$ cat config.mk
export PLATFORM = sky130hd
export DESIGN_NAME = state_snapshot_engine
export DESIGN_NICKNAME = d
export VERILOG_FILES = /design/src/rtl/state_snapshot_engine.sv
export SDC_FILE = /design/constraint.sdc
export NUM_CORES = 1
export LEC_CHECK = 0
export BUFFER_PORTS_ARGS = -buffer_cell sky130_fd_sc_hd__buf_2
export CAP_MARGIN = 20
export CORE_MARGIN = 8
export CORE_UTILIZATION = 45
export DETAILED_ROUTE_END_ITERATION = 10
export PLACE_DENSITY_LB_ADDON = 0.15
export SLEW_MARGIN = 40
export SYNTH_ARGS = -nofsm -noshare
export SYNTH_HDL_FRONTEND = slang
export SYNTH_SLANG_ARGS = --single-unit
$ cat constraint.sdc
create_clock -name i_clk -period 4.7 [get_ports i_clk]
set_clock_uncertainty 0.15 [all_clocks]
set_input_delay 0.94 -clock i_clk [delete_from_list [all_inputs] [get_ports i_clk]]
set_output_delay 0.94 -clock i_clk [all_outputs]
set_load 0.02 [all_outputs]
$ cat src/rtl/state_snapshot_engine.sv
// Captures the register file and a data-memory window on a trigger or a periodic
// timer, and streams the snapshot as tagged records over a valid/ready port.
module state_snapshot_engine #(
    parameter int XLEN           = 64,
    parameter int REG_CNT        = 32,
    parameter int REG_IDX_W      = 5,
    parameter int ADDR_W         = 16,
    parameter int MEM_RD_LATENCY = 1
) (
    input  logic                 i_clk,
    input  logic                 i_rst_n,
    input  logic                 i_trigger,
    input  logic                 i_period_en,
    input  logic [31:0]          i_period,
    input  logic [ADDR_W-1:0]    i_mem_start,
    input  logic [ADDR_W-1:0]    i_mem_end,
    output logic [REG_IDX_W-1:0] o_reg_idx,
    input  logic [XLEN-1:0]      i_reg_data,
    output logic                 o_mem_rd_en,
    output logic [ADDR_W-1:0]    o_mem_addr,
    input  logic [XLEN-1:0]      i_mem_rd_data,
    output logic                 o_rec_valid,
    input  logic                 i_rec_ready,
    output logic [1:0]           o_rec_tag,
    output logic [ADDR_W-1:0]    o_rec_index,
    output logic [XLEN-1:0]      o_rec_data,
    output logic                 o_busy,
    output logic [15:0]          o_dump_count,
    output logic                 o_overrun
);

    localparam int                    STEP     = XLEN / 8;
    localparam logic [ADDR_W-1:0]     REG_LAST = ADDR_W'(REG_CNT - 1);
    localparam logic [2:0]            RD_LAT   = 3'(MEM_RD_LATENCY);

    typedef enum logic [2:0] {
        ST_IDLE     = 3'd0,
        ST_HEADER   = 3'd1,
        ST_REGS     = 3'd2,
        ST_MEM_REQ  = 3'd3,
        ST_MEM_WAIT = 3'd4,
        ST_MEM_OUT  = 3'd5,
        ST_TRAILER  = 3'd6
    } state_t;

    state_t                state_r, state_s;
    logic [XLEN-1:0]       cyc_r;
    logic [31:0]           per_cnt_r;
    logic                  fire_s, start_s, xfer_s;
    logic [ADDR_W:0]       next_addr_s;

    logic [ADDR_W-1:0]     start_r, start_s_nxt, end_r, end_s;
    logic [ADDR_W-1:0]     addr_r, addr_s, mem_cnt_r, mem_cnt_s;
    logic [2:0]            wait_r, wait_s;
    logic [REG_IDX_W-1:0]  reg_idx_r, reg_idx_s;
    logic                  mem_rd_en_r, mem_rd_en_s;
    logic [ADDR_W-1:0]     mem_addr_r, mem_addr_s;
    logic                  rec_valid_r, rec_valid_s;
    logic [1:0]            rec_tag_r, rec_tag_s;
    logic [ADDR_W-1:0]     rec_index_r, rec_index_s;
    logic [XLEN-1:0]       rec_data_r, rec_data_s;
    logic                  busy_r, busy_s;
    logic [15:0]           dump_count_r, dump_count_s;
    logic                  overrun_r, overrun_s;

    assign fire_s      = i_period_en && (i_period != 32'd0) && (per_cnt_r == i_period - 32'd1);
    assign start_s     = i_trigger | fire_s;
    assign xfer_s      = rec_valid_r & i_rec_ready;
    assign next_addr_s = {1'b0, addr_r} + (ADDR_W + 1)'(STEP);

    // Free-running timestamp counter.
    always_ff @(posedge i_clk or negedge i_rst_n) begin
        if (!i_rst_n) begin
            cyc_r <= '0;
        end else begin
            cyc_r <= cyc_r + XLEN'(1);
        end
    end

    // Periodic trigger counter; idles at zero while disabled.
    always_ff @(posedge i_clk or negedge i_rst_n) begin
        if (!i_rst_n) begin
            per_cnt_r <= 32'd0;
        end else if (!i_period_en || (i_period == 32'd0) || fire_s) begin
            per_cnt_r <= 32'd0;
        end else begin
            per_cnt_r <= per_cnt_r + 32'd1;
        end
    end

    // Next-state and next-output logic; every register holds unless a transition updates it.
    always_comb begin
        state_s      = state_r;
        start_s_nxt  = start_r;
        end_s        = end_r;
        addr_s       = addr_r;
        mem_cnt_s    = mem_cnt_r;
        wait_s       = wait_r;
        reg_idx_s    = reg_idx_r;
        mem_rd_en_s  = mem_rd_en_r;
        mem_addr_s   = mem_addr_r;
        rec_valid_s  = rec_valid_r;
        rec_tag_s    = rec_tag_r;
        rec_index_s  = rec_index_r;
        rec_data_s   = rec_data_r;
        busy_s       = busy_r;
        dump_count_s = dump_count_r;
        overrun_s    = overrun_r | (start_s & (state_r != ST_IDLE));
        case (state_r)
            ST_IDLE: begin
                if (start_s) begin
                    state_s     = ST_HEADER;
                    start_s_nxt = i_mem_start;
                    end_s       = i_mem_end;
                    addr_s      = i_mem_start;
                    mem_cnt_s   = '0;
                    reg_idx_s   = '0;
                    busy_s      = 1'b1;
                    rec_valid_s = 1'b1;
                    rec_tag_s   = 2'd0;
                    rec_index_s = '0;
                    rec_data_s  = cyc_r;
                end else begin
                    state_s = ST_IDLE;
                end
            end
            // o_reg_idx always points at the next register to load, so one record per cycle is possible.
            ST_HEADER, ST_REGS: begin
                if (xfer_s && (state_r == ST_REGS) && (rec_index_r == REG_LAST)) begin
                    if (start_r < end_r) begin
                        state_s     = ST_MEM_REQ;
                        rec_valid_s = 1'b0;
                        mem_rd_en_s = 1'b1;
                        mem_addr_s  = addr_r;
                    end else begin
                        state_s     = ST_TRAILER;
                        rec_tag_s   = 2'd3;
                        rec_index_s = mem_cnt_r;
                        rec_data_s  = cyc_r;
                    end
                end else if (xfer_s) begin
                    state_s     = ST_REGS;
                    rec_tag_s   = 2'd1;
                    rec_index_s = ADDR_W'(reg_idx_r);
                    rec_data_s  = i_reg_data;
                    reg_idx_s   = reg_idx_r + REG_IDX_W'(1);
                end else begin
                    state_s = state_r;
                end
            end
            ST_MEM_REQ: begin
                mem_rd_en_s = 1'b0;
                wait_s      = 3'd1;
                state_s     = ST_MEM_WAIT;
            end
            ST_MEM_WAIT: begin
                if (wait_r == RD_LAT) begin
                    state_s     = ST_MEM_OUT;
                    rec_valid_s = 1'b1;
                    rec_tag_s   = 2'd2;
                    rec_index_s = addr_r;
                    rec_data_s  = i_mem_rd_data;
                    mem_cnt_s   = mem_cnt_r + ADDR_W'(1);
                end else begin
                    wait_s = wait_r + 3'd1;
                end
            end
            // A step that leaves the address space ends the window even if end is not reached.
            ST_MEM_OUT: begin
                if (xfer_s && (next_addr_s[ADDR_W] || (next_addr_s[ADDR_W-1:0] >= end_r))) begin
                    state_s     = ST_TRAILER;
                    rec_tag_s   = 2'd3;
                    rec_index_s = mem_cnt_r;
                    rec_data_s  = cyc_r;
                end else if (xfer_s) begin
                    state_s     = ST_MEM_REQ;
                    addr_s      = next_addr_s[ADDR_W-1:0];
                    rec_valid_s = 1'b0;
                    mem_rd_en_s = 1'b1;
                    mem_addr_s  = next_addr_s[ADDR_W-1:0];
                end else begin
                    state_s = ST_MEM_OUT;
                end
            end
            ST_TRAILER: begin
                if (xfer_s) begin
                    state_s      = ST_IDLE;
                    rec_valid_s  = 1'b0;
                    busy_s       = 1'b0;
                    dump_count_s = dump_count_r + 16'd1;
                end else begin
                    state_s = ST_TRAILER;
                end
            end
            default: begin
                state_s     = ST_IDLE;
                rec_valid_s = 1'b0;
                mem_rd_en_s = 1'b0;
                busy_s      = 1'b0;
            end
        endcase
    end

    // State and registered outputs; reset aborts any dump in flight.
    always_ff @(posedge i_clk or negedge i_rst_n) begin
        if (!i_rst_n) begin
            state_r      <= ST_IDLE;
            start_r      <= '0;
            end_r        <= '0;
            addr_r       <= '0;
            mem_cnt_r    <= '0;
            wait_r       <= 3'd0;
            reg_idx_r    <= '0;
            mem_rd_en_r  <= 1'b0;
            mem_addr_r   <= '0;
            rec_valid_r  <= 1'b0;
            rec_tag_r    <= 2'd0;
            rec_index_r  <= '0;
            rec_data_r   <= '0;
            busy_r       <= 1'b0;
            dump_count_r <= 16'd0;
            overrun_r    <= 1'b0;
        end else begin
            state_r      <= state_s;
            start_r      <= start_s_nxt;
            end_r        <= end_s;
            addr_r       <= addr_s;
            mem_cnt_r    <= mem_cnt_s;
            wait_r       <= wait_s;
            reg_idx_r    <= reg_idx_s;
            mem_rd_en_r  <= mem_rd_en_s;
            mem_addr_r   <= mem_addr_s;
            rec_valid_r  <= rec_valid_s;
            rec_tag_r    <= rec_tag_s;
            rec_index_r  <= rec_index_s;
            rec_data_r   <= rec_data_s;
            busy_r       <= busy_s;
            dump_count_r <= dump_count_s;
            overrun_r    <= overrun_s;
        end
    end

    assign o_reg_idx    = reg_idx_r;
    assign o_mem_rd_en  = mem_rd_en_r;
    assign o_mem_addr   = mem_addr_r;
    assign o_rec_valid  = rec_valid_r;
    assign o_rec_tag    = rec_tag_r;
    assign o_rec_index  = rec_index_r;
    assign o_rec_data   = rec_data_r;
    assign o_busy       = busy_r;
    assign o_dump_count = dump_count_r;
    assign o_overrun    = overrun_r;

endmodule

==> results of run 1 <==
## worst max path at each step
| stage | slack (ns) | end |
|---|---|---|
| after floorplan | 0.34 | o_rec_data[35]$_DFFE_PN0P_ |
| after global placement | 0.13 | o_rec_data[60]$_DFFE_PN0P_ |
| after detailed placement | 0.08 | o_rec_data[63]$_DFFE_PN0P_ |
| after CTS | 0.26 | o_rec_data[27]$_DFFE_PN0P_ |
| after global routing | 0.04 | o_rec_data[20]$_DFFE_PN0P_ |
| final | 0.32 | o_rec_data[27]$_DFFE_PN0P_ |
## cell usage in the layout, fill, tap and decap left out, drive strengths merged, types with 63 or more instances in the layout
| master | netlist | final |
|---|---|---|
| nor2 | 189 | 189 |
| o21ai | 63 | 63 |
| dfrtp | 289 | 289 |
| a22oi | 75 | 75 |
| nand2 | 253 | 253 |
| xnor2 | 114 | 114 |
| buf | 25 | 374 |
| nand3 | 70 | 70 |
| a31oi | 67 | 67 |
| xor2 | 72 | 72 |
## where the power goes
| part | internal [mW] | total, mW | switching, mW |
|---|---|---|---|
| logic | 2.01 | 5.26 | 3.25 |
| clock network | 1.68 | 2.76 | 1.08 |
| registers | 3.23 | 3.83 | 0.601 |
## stage by stage
step | total power, mW | cells | instance area, µm² | hold WS (ns)
after floorplan | 7.30 | 1662 | 15300 | 0.287
after global placement | 9.02 | 2390 | 17600 | 0.303
after detailed placement | 9.15 | 2391 | 17600 | 0.307
after CTS | 12.0 | 2453 | 18800 | 0.223
after global routing | 12.7 | 2453 | 18800 | 0.246
final | 11.9 | 2453 | 18800 | 0.223
## final cells by class
class	count	area (µm²)	area share, %
Inverter	36	135	0.717
Multi-Input combinational cell	1244	7590	40.3
Tap cell	448	561	2.97
Timing Repair Buffer	374	2140	11.4
Clock inverter	23	269	1.43
Clock buffer	39	910	4.83
Sequential cell	289	7230	38.4
## cells in the mapped netlist (3+ instances only)
cell / number / area [µm²]
and3_1: 29 / 181
nand2b_1: 5 / 31.3
xor2_1: 72 / 631
a2111oi_0: 3 / 26.3
a222oi_1: 5 / 50.1
buf_2: 12 / 60.1
a21o_1: 15 / 113
buf_1: 6 / 22.5
a22oi_1: 75 / 563
inv_1: 36 / 135
and4_1: 10 / 87.6
nand3_1: 70 / 350
buf_4: 7 / 52.6
o211ai_1: 7 / 52.6
a31oi_1: 67 / 419
nor4_1: 18 / 113
ha_1: 41 / 513
o221a_2: 9 / 101
o31ai_1: 5 / 37.5
or3_1: 16 / 100
and2_1: 5 / 31.3
mux2i_1: 5 / 50.1
xnor2_1: 114 / 998
nand2_1: 253 / 950
dfrtp_1: 289 / 7230
nand4_1: 38 / 238
nor2_1: 189 / 709
or2_2: 3 / 18.8
nor3_1: 27 / 135
mux2_2: 3 / 33.8
nor2b_1: 5 / 31.3
a211oi_1: 7 / 52.6
a21oi_1: 43 / 215
clkbuf_1: 68 / 255
o21a_1: 3 / 22.5
o21ai_0: 61 / 305
or4_1: 8 / 60.1
## metal layers
layer,global-route usage (%),part of all wire (%)
met5,0,0
met4,5.28,1.8
met2,34.0,47
met1,28.2,46
met3,3.26,4.9
## cells by family (layout without fill, tap and decap cells)
| logic type | after synthesis | after routing | share of synthesized area, % |
|---|---|---|---|
| and+or+nand+nor | 686 | 686 | 20.5 |
| xor gates and xnor gates | 186 | 186 | 10.7 |
| DFF | 289 | 289 | 47.3 |
| buffers and inverters | 129 | 472 | 3.44 |
| muxes | 8 | 8 | 0.548 |
| adders and majority gates | 41 | 41 | 3.35 |
| AOI/OAI and AO/OA | 323 | 323 | 14.3 |
## worst max-delay path: cells and delay by family (launching register included)
family                   cells  cell delay, ns
AND/OR/NAND/NOR              6            1.03
AO/OA/AOI/OAI                5            1.45
flip-flops                   1            0.38
adder cells (fa/ha/maj)      2            0.57
buffers and inverters        3            0.56
XOR/XNOR                     1            0.13
==> results.md, run 1 <==
* GP Congestion at just over 0.8
* H-Tree Level Count at 2
* Routed Antenna Nets at 0
* Final Net Count at 2217
* First-pass DRT Iterations at 5
* Post-route minimum period at 4.38 ns
* Peak supply drop at 0.369 mV
* CTS Hold Bufs at 0
* I/O pin total at 320
* Pwr dens at 629 nW/µm²
* Post-CTS setup buffer count at 0
* Slowest CP cell: a2111oi_1
* Core Box Area at 33500 µm²
* Relative max-transition margin at 49.9%
* Worst-Skew Late Latency at 0.51 ns
* Share of flip-flops with an asynchronous set or reset at 100%
* Final worst path period share at 93.2%
* Share of layout cells above drive strength 1 at 23.2%
* Remaining DRCs at 0
* Die area at approximately 40000 µm²
* Clock Sink Count at just under 300
* Distinct cells, synth at 62
* Max Cap Viol at 0
* CTS tree: done
* Terminus of the critical flop-to-flop path: o_rec_data[27]$_DFFE_PN0P_
* Critical path, cell by cell: ha_1 > and3_1 > and3_1 > and3_1 > and3_1 > buf_4 > xor2_1 > ha_1 > nand4_1 > a2111oi_1 > a21oi_1 > o21a_1 > a2111oi_4 > buf_12 > buf_12 > nor2_1 > a31oi_1
* CP required at 4.97 ns
* Initial Utilization at between 40% and 50%
* Synth Warn # at 0
* Syn avg cell area at between 9 and 10 µm²
* Data arrival, critical path at 4.65 ns
* WS Path Type: reg2reg
* Max Buffers Root-to-Sink at 3
* Tightest Pin Transition at 0.748 ns
* Setup crit start kind: flip-flop
* Via count at 13280
* Initial antenna violation count at 0
* Final Hold Fails at 0
* Post-layout util at 56.2%
* Iter 0 DRT Violations at 742
* CP Capture Type: flip-flop
* Reg2Reg Depth at 17
* Hold Path Class: in2async
* Post-Place Worst Slack at 0.0761 ns
* Clk root buf: clkbuf_16
* First-pass GRT wire length at 69800 µm
* Post-synth EDFFs at 0
* Critical Path Fanout Max at 27
* Final TNS setup at 0 ns
* Setup crit start: addr_r[3]$_DFFE_PN0P_
* Setup violations, final at 0
* Total wire length at 42800 µm
* Worst R2R Setup Slack at 0.32 ns
* Synth Cell Area at 15300 µm²
* Synth Flop Type: dfrtp_1
* Vias in the first global route at 13195
* Area Overhead vs Synth at 23.2%
* Reg-to-Reg Start: addr_r[3]$_DFFE_PN0P_
* GRT overflow at 0
* # port buffers at 319
* Fin. max-slew vios at 0
* Via density at 5.41
* Slowest Stage Delay on Critical Path at between 0.4 and 0.5 ns
* Net Count, Synth at 1900
* Largest net degree at the start of global routing at 84
* Clk slew on worst S/H paths at 0.06 ns
* Row Count at 67
* TritonCTS Buffers at 34
* Cells after Synth at 1662
* Part of the Yosys area used for sequential elements at 47.3%
* Post-route setup slack at between 0.3 and 0.4 ns
* FF+latch count, synth at just under 300
* RSZ-0062 raised after global routing: false
* Fmax at 0.228 GHz
* Fill cells at 3133
* N_diodes at 0
* Hpwl dp at 32300 µm
* Pleak at 8.65 nW
* Most frequent CP cell: and3_1
* DIE WIDTH at 200 µm
* Total GRT Usage at 20.7%
* Status: completed
* Drt wl/cell at 17.5 µm
* Height of the chip at 200 µm
* Post_cts resized at 0
Power figures use the tool's default switching activity.
==> run 2, diff against run 1 <==
- clock period: 4.7 -> 3.75 ns (I/O delays scaled with it)
==> run 2 against run 1 <==
The run now ends with setup timing left; critical endpoint is now o_rec_data[44]$_DFFE_PN0P_; global-route usage grew 1.3 points; first-iteration DRC count shrank 3.0%; fmax grew 9.9%.
==> results.md, run 2 (synthesis results as in run 1) <==
* Status: finished with violations
* Violated checks: setup timing
* Sw frac at 40.9% (-0.74 points)
* Fill cells at 2888 (-7.8%)
* Reg-to-Reg Start: addr_r[3]$_DFFE_PN0P_
* Pleak at 9.40 nW (+8.7%)
* Critical Path Fanout Max at 7 (-74%)
* GP Congestion at 0.857 (+4.3%)
* Slowest CP cell: dfrtp_1
* Setup violations, final at 104 (+104)
* CP Capture Type: flip-flop
* First-pass DRT Iterations at 5 (unchanged)
* I/O pin total at 320 (unchanged)
* Fmax at 0.251 GHz (+9.9%)
* Max Buffers Root-to-Sink at 3 (unchanged)
* Final TNS setup at -15.07 ns (-15.07 ns)
* First-pass GRT wire length at 74000 µm (+6.0%)
* Fin. max-slew vios at 0 (unchanged)
* Clock network power share at 19.5% (-3.8 points)
* NetSw at 6.84 mW (+39%)
* DR WL met2 at 21900 µm (+8.1%)
* Setup crit start: addr_r[3]$_DFFE_PN0P_
* DIE WIDTH at 200 µm (unchanged)
* Clk slew on worst S/H paths at 0.06 ns (about the same)
* # port buffers at 319 (unchanged)
* Setup crit end: o_rec_data[44]$_DFFE_PN0P_
* Final Hold Fails at 0 (unchanged)
* Data arrival, critical path at 4.20 ns (-0.45 ns)
* Initial antenna violation count at 0 (unchanged)
* Pwr Total at 16.7 mW (+41%)
* Via count at 13766 (+3.7%)
* WL met1 at 20600 µm (+4.6%)
* Initial Utilization at 45.6% (unchanged)
* Slowest Stage Delay on Critical Path at 0.38 ns (-0.08 ns)
* Setup crit start kind: flip-flop
* Worst R2R Setup Slack at -0.23 ns (-0.56 ns)
* TritonCTS Buffers at 34 (unchanged)
* Hpwl dp at 33400 µm (+3.4%)
* WL met3 at 2190 µm (+4.1%)
* Remaining DRCs at 0 (unchanged)
* Total GRT Usage at 22.0% (+1.3 points)
* Post-route setup slack at -0.235 ns (-0.555 ns)
* Gate power share at 52.2% (+7.8 points)
* Most frequent CP cell: and3_4
* Iter 0 DRT Violations at 720 (-3.0%)
* Int Power at 9.89 mW (+43%)
* Relative max-transition margin at 52.2% (+2.3 points)
* Worst-Skew Late Latency at 0.51 ns (about the same)
* CP required at 3.96 ns (-1.01 ns)
* H-Tree Level Count at 2 (unchanged)
* Flop pwr share at 28.3% (-4.0 points)
* Drt wl/cell at 17.8 µm (+2.2%)
* FF/Latch Area at 7230 µm² (about the same)
* CTS tree: done
* WS Path Type: reg2reg
* Row Count at 67 (unchanged)
* Share of layout cells above drive strength 1 at 29.7% (+6.6 points)
* Via density at 5.39 (-0.52%)
* Clk root buf: clkbuf_16
* CP Depth at 18 (+1)
* Post-route minimum period at 3.98 ns (-0.395 ns)
* CP delay by family, top: compound AO/OA/AOI/OAI gates
* Most frequent cells in the layout: buf_2 (319), dfrtp_1 (289), nand2_1 (251)
* Top Metal Used: met4
* Core Box Area at 33500 µm² (unchanged)
* RSZ-0062 raised after global routing: true
* GRT overflow at 0 (unchanged)
* Largest net degree at the start of global routing at 70 (-17%)
* Post-Place Worst Slack at -0.366 ns (-0.442 ns)
* Reg2Reg Depth at 18 (+1)
* Clock Sink Count at 289 (unchanged)
* Inst Count DP at 2469 (+3.3%)
* Final Non-Filler Cells at 2556 (+4.2%)
* Post-Place Cell Area at 18400 µm² (+4.5%)
* Commonest non-fill, non-tap cell in the layout: buf_2
* Final Cell Area at 20400 µm² (+8.5%)
* Vias in the first global route at 14090 (+6.8%)
* Pwr dens at 818 nW/µm² (+30%)
* Area of the multi-input gates at 8040 µm² (+5.9%)
* N_diodes at 0 (unchanged)
* Die area at 40100 µm² (unchanged)
* Final Net Count at 2322 (+4.7%)
* Total wire length at 45600 µm (+6.5%)
* Hold Path Class: in2async
* Hold WS at 0.0189 ns (-0.204 ns)
* Post-layout util at 61.0% (+4.8 points)
* Final worst path period share at 106% (+13 points)
* CP Buf/Inv Count at 5 (+2)
* Height of the chip at 200 µm (unchanged)
* Routed Antenna Nets at 0 (unchanged)
* Area Overhead vs Synth at 33.7%
* Critical path, cell by cell: ha_2 > and3_4 > and3_4 > and3_4 > and3_4 > buf_4 > xor2_2 > ha_1 > nand4_1 > a2111oi_4 > a21oi_2 > o21a_1 > a2111oi_4 > buf_6 > buf_12 > buf_6 > buf_16 > a31oi_2
* Tightest Pin Transition at 0.717 ns (-0.0317 ns)
* Max Cap Viol at 0 (unchanged)
* Terminus of the critical flop-to-flop path: o_rec_data[44]$_DFFE_PN0P_
* Peak supply drop at 0.517 mV (+40%)
## run 2: cell types whose count changed in the layout (fill, tap and decap cells not counted), sizes merged
cell	delta
buf	+98
clkbuf	+20
clkinv	-7
bufinv	-4
clkinvlp	-4
bufbuf	+1
inv	-1
## run 2: repair_timing
item                                    4_1_cts  5_1_grt
setup buffers                                10        4
pin swaps                                     1       10
hold buffers                                  0        0
gates cloned                                  9        7
endpoints found under the setup margin      103      111
gates resized for setup                      61       69
## run 2: final cells by class
cell class | count | share of cell area, %
inverter | 36 | 0.698
multi-input combinational | 1244 | 39.3
sequential | 289 | 35.4
timing repair buffer | 479 | 16.5
tap | 448 | 2.74
clock inverter | 7 | 0.312
clock buffer | 53 | 5.10
## run 2: worst min path at each step
| stage | start | end | depth (start not counted) |
|---|---|---|---|
| finish | i_rst_n | end_r[3]$_DFFE_PN0P_ | 1 |
| global route | i_rst_n | end_r[5]$_DFFE_PN0P_ | 1 |
| CTS | i_rst_n | end_r[3]$_DFFE_PN0P_ | 1 |
| detailed placement | o_mem_addr[0]$_DFFE_PN0P_ | o_mem_addr[0]$_DFFE_PN0P_ | 2 |
| global placement | start_r[0]$_DFFE_PN0P_ | start_r[0]$_DFFE_PN0P_ | 2 |
| floorplan | start_r[0]$_DFFE_PN0P_ | start_r[0]$_DFFE_PN0P_ | 2 |
## run 2: per-layer routing
layer  up-vias  track usage (%)
met4         0             5.44
met3        69             3.70
met1      6670             29.4
li1       6707                -
met2       320             36.7
met5         -                0
## run 2: power groups by stage
stage	clock, mW	sequential, mW	combinational, mW
5_1_grt	3.48	4.83	9.57
2_1_floorplan	0	5.21	4.09
3_3_place_gp	0	4.70	6.81
4_1_cts	3.35	4.70	8.17
6_report	3.27	4.73	8.73
3_5_place_dp	0	4.72	7.00
